==> config.mk <==
export PLATFORM = sky130hd
export DESIGN_NAME = sat_counter
export DESIGN_NICKNAME = d
export VERILOG_FILES = /design/src/rtl/sat_counter.sv
export SDC_FILE = /design/constraint.sdc
export NUM_CORES = 1
export LEC_CHECK = 0
export BUFFER_PORTS_ARGS = -buffer_cell sky130_fd_sc_hd__clkbuf_2
export CORE_AREA = 2 2 45 47
export DETAILED_ROUTE_END_ITERATION = 8
export DIE_AREA = 0 0 47 49
export GPL_ROUTABILITY_DRIVEN = 0
export PLACE_DENSITY = 0.75
export SLEW_MARGIN = 5
export SYNTH_ARGS = -nofsm -noshare
export SYNTH_HDL_FRONTEND = slang
export SYNTH_SLANG_ARGS = --single-unit
export TNS_END_PERCENT = 30
==> constraint.sdc <==
create_clock -name clk -period 2.85 [get_ports clk]
set_clock_uncertainty 0.15 [all_clocks]
set_input_delay 0.57 -clock clk [delete_from_list [all_inputs] [get_ports clk]]
set_output_delay 0.57 -clock clk [all_outputs]
set_load 0.02 [all_outputs]
==> src/rtl/sat_counter.sv <==
// sat_counter: saturating up-counter (clk, async rst, sync clr over inc, cnt out)
module sat_counter #(
   parameter int W = 16
) (
   input  logic         clk,
   input  logic         rst,
   input  logic         clr,
   input  logic         inc,
   output logic [W-1:0] cnt
);
   always_ff @(posedge clk or posedge rst)
      if (rst) cnt <= '0;
      else     cnt <= clr ? '0 : (inc && !(&cnt)) ? cnt + 1'b1 : cnt;
endmodule

==> flow_metrics.tcl <==
set metrics [dict create \
    fin_crit_sh_pct 77.4 \
    path_max_fanout 7 \
    largestRegisters "cnt (16)" \
    die_h_um 49 \
    hp-class "in2async" \
    io_pins 20 \
    rows 16 \
    antenna_found_initial 0 \
    grt_pass1_vias 758 \
    worst_r2r_path_depth 5 \
    hold_viol_final 0 \
    cpMaxStageDelayCell "dfrtp_1" \
    portBuffers 19 \
    design.die.area_mm2 0.00230 \
    crit_start "cnt[0]" \
    r2r_slack_ns 0.64 \
    crit_type "reg2reg" \
    via_count 837 \
    drtIter0Drc 19 \
    finalInstanceArea_mm2 0.00106 \
    ant_nets 0 \
    synth_compound_area_share_pct 16.5 \
    grt_usage_pct 19.4 \
    largest_register_ffs 16 \
    fmax_ghz 0.453 \
    seq_area_frac_synth_pct 43.7 \
    die_w_um 47 \
    grt_max_degree 19 \
    reg2reg_from "cnt[0]" \
    fin_tns_setup_ns 0 \
    via_per_inst 5.85 \
    slew_headroom_pct 56.8 \
    power.total_w 0.000382 \
    crit_top_cell "or3_1" \
    clk_pin_slew_ns 0.09 \
    crit_end "cnt[14]" \
    initial_utilization_pct 49.8 \
    yosysTopAreaCell "dfrtp_1" \
    cts_tree "built" \
    async_flop_share_pct 100 \
    grt-ovfl-total 0 \
    clk_latency_ns 0.29 \
    synth_commonest_cells "dfrtp_1 (16), nor2_1 (13), a21oi_1 (8)" \
    clock_sinks 16 \
    synth_fp_nets 102 \
    maxCapViolCount 0 \
    end_kind "flip-flop" \
    drt_pre_antenna_iters 4 \
    r2r-end "cnt[14]" \
    synth_most_common_cell "dfrtp_1" \
    rsz0062_at_grt "false" \
    core_mm2 0.00184 \
    grt_pass1_wl_um 3390 \
    synth_top_family_by_area "simple AND/OR/NAND/NOR gates" \
    yosysUniqueCellTypes 31 \
    drc 0 \
    worstMarginPinSlew_ns 0.642 \
    post_cts_resized 0 \
    synthFlopType "dfrtp_1" \
    synth_adder_area_share_pct 1.36 \
    syn-instance-count 97 \
    synth-xor-area-share_pct 2.86 \
    antenna_cells 0 \
    yosysTopAreaCellShare_pct 43.7 \
    synthMuxAreaShare_pct 4.64 \
    setup_viol 0 \
    cts_max_path_buffers 2 \
    startpoint_type "flip-flop" \
    placed_cell_area_mm2 0.00103 \
    top_register "cnt" \
    cts_root_buffer "clkbuf_4" \
    avgSynthCellArea_um2 9.45 \
    nNetsFinal 123 \
    drive_gt1_share_pct 21.6 \
    netlist_area_um2 917 \
    fillers 185 \
    powerDensity_mw_per_mm2 362 \
    synth-simple-area-share_pct 28.8 \
    leakage_nw 0.465 \
    period_needed_ns 2.21 \
    ys_ff_latch 16 \
    totalWireLength_um 1940 \
    yosys_warnings 0 \
    syn2layout_area_growth_pct 15.1 \
    cp.arrival_ns 2.27 \
    required_ns 2.91 \
    cts_setup_buffers 0 \
    status "finished clean" \
    synth_edf_count 0 \
    postCtsHoldBufs 0 \
    peakVddDrop_uv 282 \
    place_hpwl_um 1400 \
    numCtsBuffers 3 \
    path_cells "ha_1 -> nand4_1 -> or3_1 -> or3_1 -> a21oi_1" \
    htreeDepth 1 \
    slew_viol_final 0 \
    synth_area_leaders "dfrtp_1 (44%), nor2_1 (5.3%), a21oi_1 (4.4%)" \
    wl_per_cell_um 13.5 \
    critPathMaxStageDelay_ns 0.43 \
]
layout make-up:
type                            instances  area, um^2  area share (%)
Multi-Input combinational cell         76         497            47.0
Timing Repair Buffer                   19        95.1            9.00
Clock buffer                            3        22.5            2.13
Inverter                                2        7.51           0.711
Sequential cell                        16         400            37.9
Tap cell                               27        33.8            3.20
cell usage in the layout, fill, tap and decap left out, types with 2 or more instances in the layout:
master and instances:
inv_1 2, and4_1 2, and3_1 2, nand2_1 6
mux2i_1 2, xor2_1 2, clkbuf_2 19, nor2b_1 3
nand4_1 4, nor3_1 4, dfrtp_1 16, a21oi_1 8
clkbuf_4 3, or3_1 5, or4_1 2, nand3_1 5
o31ai_1 5, nor2_1 13, a211oi_1 2
per-layer routing:
metal  vias up  part of all wire (%)  track usage, %
met5         -                     0               0
met2        22                    48            29.5
met3         2                   4.3            2.22
met1       409                    46            29.2
li1        404                     -               -
met4         0                   1.1            4.17
cell families (layout without fill, tap and decap cells):
logic type	Yosys count	count (layout)
AO/OA/AOI/OAI	20	20
XOR/XNOR	3	3
adder cells (fa/ha/maj)	1	1
buffers and inverters	5	24
flip-flops	16	16
multiplexers	4	4
AND/OR/NAND/NOR	48	48
how the worst min path moves through the flow:
| stage | startpoint | endpoint | depth (start not counted) |
|---|---|---|---|
| 3_5_place_dp | cnt[11] | cnt[11] | 2 |
| 5_1_grt | rst | cnt[4] | 2 |
| 2_1_floorplan | rst | cnt[0] | 1 |
| 3_3_place_gp | cnt[11] | cnt[11] | 2 |
| 4_1_cts | rst | cnt[4] | 2 |
| 6_report | rst | cnt[9] | 2 |
critical path, delay by kind of cell, from the launching register on:
kind                     cells  cell delay (ns)
AND/OR/NAND/NOR              3             1.07
flip-flops                   1             0.43
adder cells (fa/ha/maj)      1             0.34
AO/OA/AOI/OAI                1             0.15
report_power, final:
part / internal [W] / leakage [nW] / total (W) / switching (W)
registers: 0.000230 / 0.222 / 0.000234 / 0.00000415
clock network: 0.0000491 / 0.0138 / 0.000121 / 0.0000715
logic: 0.00000813 / 0.229 / 0.0000273 / 0.0000191
total: 0.000287 / 0.464 / 0.000382 / 0.0000948
through the flow:
| stage | utilization, % | setup slack (ns) | hold WS, ns | std cells |
|---|---|---|---|---|
| floorplan | - | 0.709 | 0.334 | 97 |
| global placement | 56.1 | 0.568 | 0.415 | 140 |
| detailed placement | 56.1 | 0.522 | 0.428 | 140 |
| CTS | 57.3 | 0.638 | 0.197 | 143 |
| global route | 57.3 | 0.437 | 0.237 | 143 |
| finish | 57.3 | 0.644 | 0.167 | 143 |
Power figures use the tool's default switching activity.
